--- src/rtl/param_data_buffer_if.sv ---
`default_nettype none
// ============================================================================
// param_data_buffer_if
// Bus bundle for param_data_buffer: AHB-side word access, RX/TX byte
// strobes, occupancy and error pulses. peak_occupancy exists only when
// DB_WATERMARK_EN is defined.
// Revision: 1.0
// ============================================================================
interface param_data_buffer_if #(
    parameter int DEPTH      = 64,
    parameter int DATA_BYTES = 4
);
    localparam int OW = $clog2(DEPTH) + 1;

    logic                      clear;
    logic                      lock_db;
    logic                      store_tx_data;
    logic [8*DATA_BYTES-1:0]   tx_data;
    logic [1:0]                data_size;
    logic                      get_rx_data;
    logic [8*DATA_BYTES-1:0]   rx_data;
    logic                      store_rx_packet_data;
    logic [7:0]                rx_packet_data;
    logic                      get_tx_packet_data;
    logic [7:0]                tx_packet_data;
    logic [OW-1:0]             buffer_occupancy;
    logic                      lock_error;
    logic                      overflow_error;
    logic                      underflow_error;
`ifdef DB_WATERMARK_EN
    logic [OW-1:0]             peak_occupancy;
`endif

    modport slave (
        input  clear, lock_db, store_tx_data, tx_data, data_size, get_rx_data,
               store_rx_packet_data, rx_packet_data, get_tx_packet_data,
        output rx_data, tx_packet_data, buffer_occupancy,
               lock_error, overflow_error, underflow_error
`ifdef DB_WATERMARK_EN
        , output peak_occupancy
`endif
    );

    modport master (
        output clear, lock_db, store_tx_data, tx_data, data_size, get_rx_data,
               store_rx_packet_data, rx_packet_data, get_tx_packet_data,
        input  rx_data, tx_packet_data, buffer_occupancy,
               lock_error, overflow_error, underflow_error
`ifdef DB_WATERMARK_EN
        , input peak_occupancy
`endif
    );
endinterface
`default_nettype wire

--- src/rtl/param_data_buffer.sv ---
`default_nettype none
// ============================================================================
// param_data_buffer
// Circular byte buffer between AHB slave (1..DATA_BYTES per access) and the
// USB RX/TX byte engines. Optional high-water mark: DB_WATERMARK_EN.
// Revision: 1.0
// ============================================================================
module param_data_buffer #(
    parameter int DEPTH      = 64,
    parameter int DATA_BYTES = 4
) (
    input  wire logic           clk,
    input  wire logic           n_rst,
    param_data_buffer_if.slave  bus
);
    localparam int AW = $clog2(DEPTH);
    localparam int OW = AW + 1;
    localparam int XW = OW + 1;
    localparam int DW = 8 * DATA_BYTES;
    localparam logic [XW-1:0] c_DEPTH = XW'(DEPTH);
    localparam logic [2:0]    c_MAX_N = 3'(DATA_BYTES);

    typedef enum logic [0:0] {
        S_OPEN   = 1'b0,
        S_LOCKED = 1'b1
    } lock_state_t;

    lock_state_t   r_lock_state;
    lock_state_t   w_lock_next;
    logic          w_blocked;

    logic [7:0]    r_mem [DEPTH];
    logic [AW-1:0] r_wr_ptr;
    logic [AW-1:0] r_rd_ptr;
    logic [OW-1:0] r_occ;
    logic [DW-1:0] r_rx_data;
    logic [7:0]    r_tx_data;
    logic          r_lck_err;
    logic          r_ovf_err;
    logic          r_unf_err;

    logic [2:0]    w_n;
    logic          w_ahb_wr;
    logic          w_ahb_rd;
    logic          w_rx_wr;
    logic          w_tx_rd;
    logic [2:0]    w_wcnt;
    logic [2:0]    w_rcnt;
    logic          w_wr_ok;
    logic          w_rd_ok;
    logic          w_ovf;
    logic          w_unf;
    logic          w_lck;
    logic [XW-1:0] w_occ_sum;
    logic [OW-1:0] w_occ_next;
    logic [DW-1:0] w_wdata;
    logic [DW-1:0] w_rd_word;

    always_ff @(posedge clk or negedge n_rst) begin
        if (!n_rst) begin
            r_lock_state <= S_OPEN;
        end else begin
            r_lock_state <= w_lock_next;
        end
    end

    // lock_db blocks combinationally so the rising-edge cycle is already locked
    always_comb begin
        w_lock_next = r_lock_state;
        w_blocked   = bus.lock_db;
        case (r_lock_state)
            S_OPEN: begin
                if (bus.lock_db) w_lock_next = S_LOCKED;
            end
            S_LOCKED: begin
                w_blocked = 1'b1;
                if (!bus.lock_db) w_lock_next = S_OPEN;
            end
            default: w_lock_next = S_OPEN;
        endcase
    end

    always_comb begin
        w_n = ({1'b0, bus.data_size} >= c_MAX_N) ? c_MAX_N
                                                 : ({1'b0, bus.data_size} + 3'd1);
        w_ahb_wr = !bus.clear && bus.store_tx_data && !w_blocked;
        w_ahb_rd = !bus.clear && bus.get_rx_data   && !w_blocked;
        w_rx_wr  = !bus.clear && bus.store_rx_packet_data;
        w_tx_rd  = !bus.clear && bus.get_tx_packet_data;
        w_lck    = !bus.clear && w_blocked && (bus.store_tx_data || bus.get_rx_data);

        w_wcnt = w_ahb_wr ? w_n : {2'b00, w_rx_wr};
        w_rcnt = w_ahb_rd ? w_n : {2'b00, w_tx_rd};

        // Both directions judged against the pre-cycle occupancy
        w_wr_ok = (w_wcnt != 3'd0) && (({1'b0, r_occ} + XW'(w_wcnt)) <= c_DEPTH);
        w_rd_ok = (w_rcnt != 3'd0) && ({1'b0, r_occ} >= XW'(w_rcnt));

        w_ovf = (w_ahb_wr && w_rx_wr) || ((w_wcnt != 3'd0) && !w_wr_ok);
        w_unf = (w_ahb_rd && w_tx_rd) || ((w_rcnt != 3'd0) && !w_rd_ok);

        w_occ_sum  = {1'b0, r_occ}
                   + (w_wr_ok ? XW'(w_wcnt) : '0)
                   - (w_rd_ok ? XW'(w_rcnt) : '0);
        w_occ_next = w_occ_sum[OW-1:0];

        w_wdata = w_ahb_wr ? bus.tx_data : DW'(bus.rx_packet_data);
    end

    // Little-endian gather; bytes beyond the access size read as zero
    always_comb begin
        w_rd_word = '0;
        for (int k = 0; k < DATA_BYTES; k++) begin
            if (3'(k) < w_rcnt) begin
                w_rd_word[8*k +: 8] = r_mem[r_rd_ptr + AW'(k)];
            end
        end
    end

    always_ff @(posedge clk) begin
        if (w_wr_ok) begin
            for (int k = 0; k < DATA_BYTES; k++) begin
                if (3'(k) < w_wcnt) begin
                    r_mem[r_wr_ptr + AW'(k)] <= w_wdata[8*k +: 8];
                end
            end
        end
    end

    always_ff @(posedge clk or negedge n_rst) begin
        if (!n_rst) begin
            r_wr_ptr  <= '0;
            r_rd_ptr  <= '0;
            r_occ     <= '0;
            r_rx_data <= '0;
            r_tx_data <= '0;
            r_lck_err <= 1'b0;
            r_ovf_err <= 1'b0;
            r_unf_err <= 1'b0;
        end else if (bus.clear) begin
            r_wr_ptr  <= '0;
            r_rd_ptr  <= '0;
            r_occ     <= '0;
            r_lck_err <= 1'b0;
            r_ovf_err <= 1'b0;
            r_unf_err <= 1'b0;
        end else begin
            if (w_wr_ok) r_wr_ptr <= r_wr_ptr + AW'(w_wcnt);
            if (w_rd_ok) r_rd_ptr <= r_rd_ptr + AW'(w_rcnt);
            if (w_rd_ok && w_ahb_rd)  r_rx_data <= w_rd_word;
            if (w_rd_ok && !w_ahb_rd) r_tx_data <= r_mem[r_rd_ptr];
            r_occ     <= w_occ_next;
            r_lck_err <= w_lck;
            r_ovf_err <= w_ovf;
            r_unf_err <= w_unf;
        end
    end

    assign bus.rx_data          = r_rx_data;
    assign bus.tx_packet_data   = r_tx_data;
    assign bus.buffer_occupancy = r_occ;
    assign bus.lock_error       = r_lck_err;
    assign bus.overflow_error   = r_ovf_err;
    assign bus.underflow_error  = r_unf_err;

`ifdef DB_WATERMARK_EN
    logic [OW-1:0] r_peak;

    always_ff @(posedge clk or negedge n_rst) begin
        if (!n_rst) begin
            r_peak <= '0;
        end else if (bus.clear) begin
            r_peak <= '0;
        end else if (w_occ_next > r_peak) begin
            r_peak <= w_occ_next;
        end
    end

    assign bus.peak_occupancy = r_peak;
`endif

endmodule
`default_nettype wire

--- src/flat_wrapper.sv ---
// flat-port wrapper written by rule: the top's interface ports become plain ports
module param_data_buffer_flat 
#(
    parameter int DEPTH      = 64,
    parameter int DATA_BYTES = 4
)
  (clk, n_rst, bus_clear, bus_lock_db, bus_store_tx_data, bus_tx_data, bus_data_size, bus_get_rx_data, bus_store_rx_packet_data, bus_rx_packet_data, bus_get_tx_packet_data, bus_rx_data, bus_tx_packet_data, bus_buffer_occupancy, bus_lock_error, bus_overflow_error, bus_underflow_error);
  param_data_buffer_if #(.DEPTH(DEPTH), .DATA_BYTES(DATA_BYTES)) bus_i ();
  input  wire logic clk;
  input  wire logic n_rst;
  input wire logic [$bits(bus_i.clear)-1:0] bus_clear;
  input wire logic [$bits(bus_i.lock_db)-1:0] bus_lock_db;
  input wire logic [$bits(bus_i.store_tx_data)-1:0] bus_store_tx_data;
  input wire logic [$bits(bus_i.tx_data)-1:0] bus_tx_data;
  input wire logic [$bits(bus_i.data_size)-1:0] bus_data_size;
  input wire logic [$bits(bus_i.get_rx_data)-1:0] bus_get_rx_data;
  input wire logic [$bits(bus_i.store_rx_packet_data)-1:0] bus_store_rx_packet_data;
  input wire logic [$bits(bus_i.rx_packet_data)-1:0] bus_rx_packet_data;
  input wire logic [$bits(bus_i.get_tx_packet_data)-1:0] bus_get_tx_packet_data;
  output wire logic [$bits(bus_i.rx_data)-1:0] bus_rx_data;
  output wire logic [$bits(bus_i.tx_packet_data)-1:0] bus_tx_packet_data;
  output wire logic [$bits(bus_i.buffer_occupancy)-1:0] bus_buffer_occupancy;
  output wire logic [$bits(bus_i.lock_error)-1:0] bus_lock_error;
  output wire logic [$bits(bus_i.overflow_error)-1:0] bus_overflow_error;
  output wire logic [$bits(bus_i.underflow_error)-1:0] bus_underflow_error;
  assign bus_i.clear = bus_clear;
  assign bus_i.lock_db = bus_lock_db;
  assign bus_i.store_tx_data = bus_store_tx_data;
  assign bus_i.tx_data = bus_tx_data;
  assign bus_i.data_size = bus_data_size;
  assign bus_i.get_rx_data = bus_get_rx_data;
  assign bus_i.store_rx_packet_data = bus_store_rx_packet_data;
  assign bus_i.rx_packet_data = bus_rx_packet_data;
  assign bus_i.get_tx_packet_data = bus_get_tx_packet_data;
  assign bus_rx_data = bus_i.rx_data;
  assign bus_tx_packet_data = bus_i.tx_packet_data;
  assign bus_buffer_occupancy = bus_i.buffer_occupancy;
  assign bus_lock_error = bus_i.lock_error;
  assign bus_overflow_error = bus_i.overflow_error;
  assign bus_underflow_error = bus_i.underflow_error;
  param_data_buffer #(.DEPTH(DEPTH), .DATA_BYTES(DATA_BYTES)) u_core (.clk(clk), .n_rst(n_rst), .bus(bus_i));
endmodule
--- config.mk ---
export PLATFORM = sky130hd
export DESIGN_NAME = param_data_buffer_flat
export DESIGN_NICKNAME = d
export VERILOG_FILES = /design/src/rtl/param_data_buffer_if.sv /design/src/rtl/param_data_buffer.sv /design/src/flat_wrapper.sv
export SDC_FILE = /design/constraint.sdc
export NUM_CORES = 2
export LEC_CHECK = 0
export CAP_MARGIN = 20
export CORE_ASPECT_RATIO = 2
export CORE_UTILIZATION = 50
export CTS_CLUSTER_DIAMETER = 200
export CTS_CLUSTER_SIZE = 40
export DETAILED_ROUTE_END_ITERATION = 6
export PLACE_DENSITY = 0.62
export SLEW_MARGIN = 20
export SYNTH_ARGS = -nofsm -noshare
export SYNTH_HDL_FRONTEND = slang
export SYNTH_SLANG_ARGS = --single-unit
--- constraint.sdc ---
create_clock -name clk -period 7.9 [get_ports clk]
set_input_delay 1.58 -clock clk [delete_from_list [all_inputs] [get_ports clk]]
set_output_delay 1.58 -clock clk [all_outputs]
set_load 0.01 [all_outputs]
==> results of run 1 <==
==> per-layer routing <==
| layer | GRT overflow | track usage, % |
|---|---|---|
| met4 | 40 | 67.9 |
| met5 | 0 | 7.44 |
| met1 | 0 | 69.7 |
| met2 | 54 | 87.0 |
| met3 | 2 | 46.1 |
==> logic make-up after synthesis <==
group | count (synthesis)
flip-flops | 575
multiplexers | 770
AND/OR/NAND/NOR | 1081
AO/OA/AOI/OAI | 1883
XOR/XNOR | 27
adder cells (fa/ha/maj) | 38
buffers and inverters | 644
==> metrics by stage <==
step	hold slack, ns	cells
floorplan	0.514	5018
detailed placement	0.462	6154
CTS	0.496	6186
global placement	0.458	6154
==> impl_metrics.yaml, run 1 <==
status:
  status: "did not finish"
  haltStage: "5_1_grt"
  stop_error: "[ERROR GRT-0116] Global routing finished with congestion. Check the congestion regions in the DRC Viewer."
synthesis:
  synth_cells: 5018
  avgSynthCellArea_um2: 10.7
  synth-xor-area-share_pct: 0.442
  yosysMostFrequentCell: "o21ai_0"
  yosys-top-cells-count: "o21ai_0 (690), mux4_2 (624), edfxtp_1 (512)"
  async_flop_share_pct: 11.0
  synthSimpleGateAreaFrac_pct: 9.58
  synth_area_leaders: "edfxtp_1 (29%), mux4_2 (26%), o211ai_1 (6.6%), o21ai_0 (6.5%), clkbuf_1 (3.4%)"
  muxShareOfSynthArea_pct: 29.1
  synthAdderAreaFrac_pct: 0.941
  synth_top_area_cell: "edfxtp_1"
  synth-compound-area-share_pct: 23.5
  ys_seq_elements: 575
  synth.yosys.seq_area_share_pct: 31.7
  synth_warnings: 0
  ys_types: 88
  synth_flop_cell: "edfxtp_1"
  syn_area_um2: 53400
  synth_top_area_share_pct: 28.8
  synth_edf_count: 512
  syn_nets: 5105
  synth_top_family_by_area: "multiplexers"
clocking:
  root_buffer: "clkbuf_16"
  cts_resized: 0
  clockBufferDepth: 3
  cts_buffers: 18
  htreeDepth: 1
  cts.sinks: 575
  cts_setup_buffers: 0
  cts_hold_buf: 0
global_route:
  grt_pass1_vias: 55900
  grt_usage_pct: 67.7
  grt_overflow: 96
  grt_pass1_wl_mm: 498
  grt_max_degree: 144
floorplan:
  initial_core_util_pct: 50.4
  ios: 100
  num_rows: 169
  die_w_um: 233
  dieHeight_um: 464
place:
  dp_slack_ns: 0.633
  dp_hpwl_mm: 243
  placed_area_um2: 56600
  portBuffers: 99
  gp_congestion: 1.20
==> inputs of run 2 (changes only) <==
Settings changed: CORE_ASPECT_RATIO 2 to unset, CORE_UTILIZATION 50 to 35, CTS_CLUSTER_DIAMETER 200 to unset, CTS_CLUSTER_SIZE 40 to unset, PLACE_DENSITY 0.62 to unset, PLACE_DENSITY_LB_ADDON set to 0.15.
==> run 2 against run 1 <==
  * The flow now finishes, with violations (design-rule violations)
  * Synthesized cell count unchanged
  * Synthesized area stayed put
==> impl_metrics.yaml, run 2 <==
status:
  violations: "design-rule violations"
  status: "finished, violations left"
floorplan:
  initial_core_util_pct: 35.2
  die_w_um: 393
  ios: 100
  die_area_um2: 154000
  num_rows: 143
  core_area_um2: 152000
  dieHeight_um: 393
layout:
  final_layout_size_suffix_gt1_share_pct: 24.9
  largest_register: "u_core.r_mem"
  mostFrequentLayoutCells: "o21ai_0 (689), mux4_2 (624), edfxtp_1 (512)"
  utilization_pct: 39.6
  final_cells: 6974
  area_growth_pct: 12.4
  fillCellCount: 14800
  num-nets-final: 4951
  mostFrequentLayoutCell: "o21ai_0"
  largest_reg_flops: 512
synthesis:
  synth_top_area_share_pct: 28.8
  synth_cells: 5018
  synth_warnings: 0
  avgSynthCellArea_um2: 10.7
  yosysMostFrequentCell: "o21ai_0"
  syn_nets: 5105
  synth.yosys.seq_area_share_pct: 31.7
  synth_flop_cell: "edfxtp_1"
  syn_area_um2: 53400
  ys_types: 88
  async_flop_share_pct: 11.0
  yosys-top-cells-count: "o21ai_0 (690), mux4_2 (624), edfxtp_1 (512)"
  synth_area_leaders: "edfxtp_1 (29%), mux4_2 (26%), o211ai_1 (6.6%), o21ai_0 (6.5%), clkbuf_1 (3.4%)"
  ys_seq_elements: 575
  synth_edf_count: 512
  synth_top_area_cell: "edfxtp_1"
place:
  dp_hpwl_mm: 242
  portBuffers: 99
  gp_congestion: 1.09
  dp_cells: 6815
setup_path:
  worstReg2RegEnd: "u_core.r_mem[9][7]"
  crit_end: "u_core.r_mem[9][7]"
  r2r_cells: 14
  r2r_slack_ns: 2.24
  r2r-start: "u_core.r_lock_state"
  critPathMaxFanout: 23
  crit_required_ns: 8.23
  path_class: "input port to flip-flop"
  cp.arrival_ns: 7.02
  end_kind: "flip-flop"
  worstSetupStartpoint: "bus_clear"
  worstSetupStartpointType: "input port"
detailed_routing:
  vias: 55900
  drtIter0Drc: 10700
  ant_nets: 0
  dr.pass1.iters: 7
  routedWlPerCell_um: 49.2
  totalWireLength_mm: 343
  route.detailed.drc: 47
  vias_per_cell: 8.01
sta:
  setup_tns_ns: 0
  setup_viol: 0
  max_clock_freq_mhz: 149
  hold_viol: 0
  whs_ns: 0.474
  finClkSkew_ns: 0.0581
  rsz0062_at_grt: "no"
  layout_min_cycle_time_ns: 6.69
  slew_violations: 0
  worst_pin_slew_ns: 1.34
  fin_crit_sh_pct: 84.7
  relSlewSlack_pct: 10.6
global_route:
  grt_overflow: 0
  antenna_found_initial: 45
  grt_usage_pct: 43.4
  grt_pass1_wl_mm: 450
  grt_max_degree: 133
  grt_pass1_vias: 49300
pwr:
  power_mw: 11.0
  power-per-cell-area_nw_per_um2: 183
  ir_drop_uv: 169
  power.leakage_nw: 17.7
clocking:
  clockBufferDepth: 3
  htreeDepth: 3
  cts.sinks: 575
  clock_latency_ns: 0.76
  cts_resized: 0
  cts.clk_slew.worst_paths_ns: 0.06
  cts_setup_buffers: 0
  cts_hold_buf: 0
  root_buffer: "clkbuf_16"
  cts_buffers: 75
  cts_tree: "done"
min_path:
  min_path_type: "flip-flop to flip-flop"
  holdPathStages: 2
job:
  max-cap-violations: 0
-- run 2: cell counts after synthesis --
No cell type changed its count.
-- run 2: per-layer routing --
layer,share of wire [%],wire length (um),GRT usage [%]
met5,0.092,317,0.255
met4,8.2,28000,27.8
met3,17,59400,23.3
met2,39,134000,58.4
met1,35,121000,53.4
-- run 2: how the worst min path moves through the flow --
stage	startpoint	to	slack [ns]
after global routing	u_core.bus.rx_data[6]	u_core.bus.rx_data[6]	0.50
final	u_core.bus.rx_data[0]	u_core.bus.rx_data[0]	0.47
after CTS	u_core.bus.rx_data[5]	u_core.bus.rx_data[5]	0.48
after detailed placement	u_core.bus.rx_data[5]	u_core.bus.rx_data[5]	0.47
after floorplan	u_core.bus.rx_data[0]	u_core.bus.rx_data[0]	0.51
after global placement	u_core.bus.rx_data[0]	u_core.bus.rx_data[0]	0.46
-- run 2: worst max-delay path, cell delays in order --
cell and delay [ns]:
clkdlybuf4s50_1 0.59, buf_4 0.37, inv_1 0.11, nand3_1 0.08, o21ai_0 0.11, buf_4 0.18, ha_1 0.22, ha_1 0.25
a221oi_2 0.51, o32ai_2 0.25, nor3_2 0.34, a21oi_4 0.19, nor3_2 0.86, nand2_1 0.64, nand3_1 0.73
-- run 2: cell families after synthesis --
group / count (synthesis) / synth area share, %
flops: 575 / 31.7
xor+xnor: 27 / 0.442
mux: 770 / 29.1
fa+ha+maj: 38 / 0.941
compound gates: 1883 / 23.5
buf+inv: 644 / 4.67
simple gates: 1081 / 9.58
-- run 2: final cells by class --
class / instances / area, um^2 / area share (%)
multi-input combinational: 3799 / 34500 / 57.4
sequential: 575 / 17000 / 28.2
timing repair buffer: 385 / 3260 / 5.43
tap: 2030 / 2540 / 4.23
clock buffer: 83 / 1930 / 3.21
clock inverter: 53 / 726 / 1.21
inverter: 28 / 105 / 0.175
antenna: 21 / 52.6 / 0.0875
-- run 2: per-stage QoR --
step | instance area [um^2] | worst slack [ns]
detailed placement | 57300 | 0.533
floorplan | 53400 | 1.10
CTS | 60000 | 1.33
global route | 60000 | 0.868
global placement | 57300 | 0.602
finish | 60100 | 1.21
-- run 2: power breakdown --
part           total (mW)  internal, mW  switching (mW)
Clock                3.88          2.27            1.61
Combinational        3.55          1.39            2.15
Sequential           3.56          3.45           0.114
Note: power is estimated with default switching activity, not from simulation.
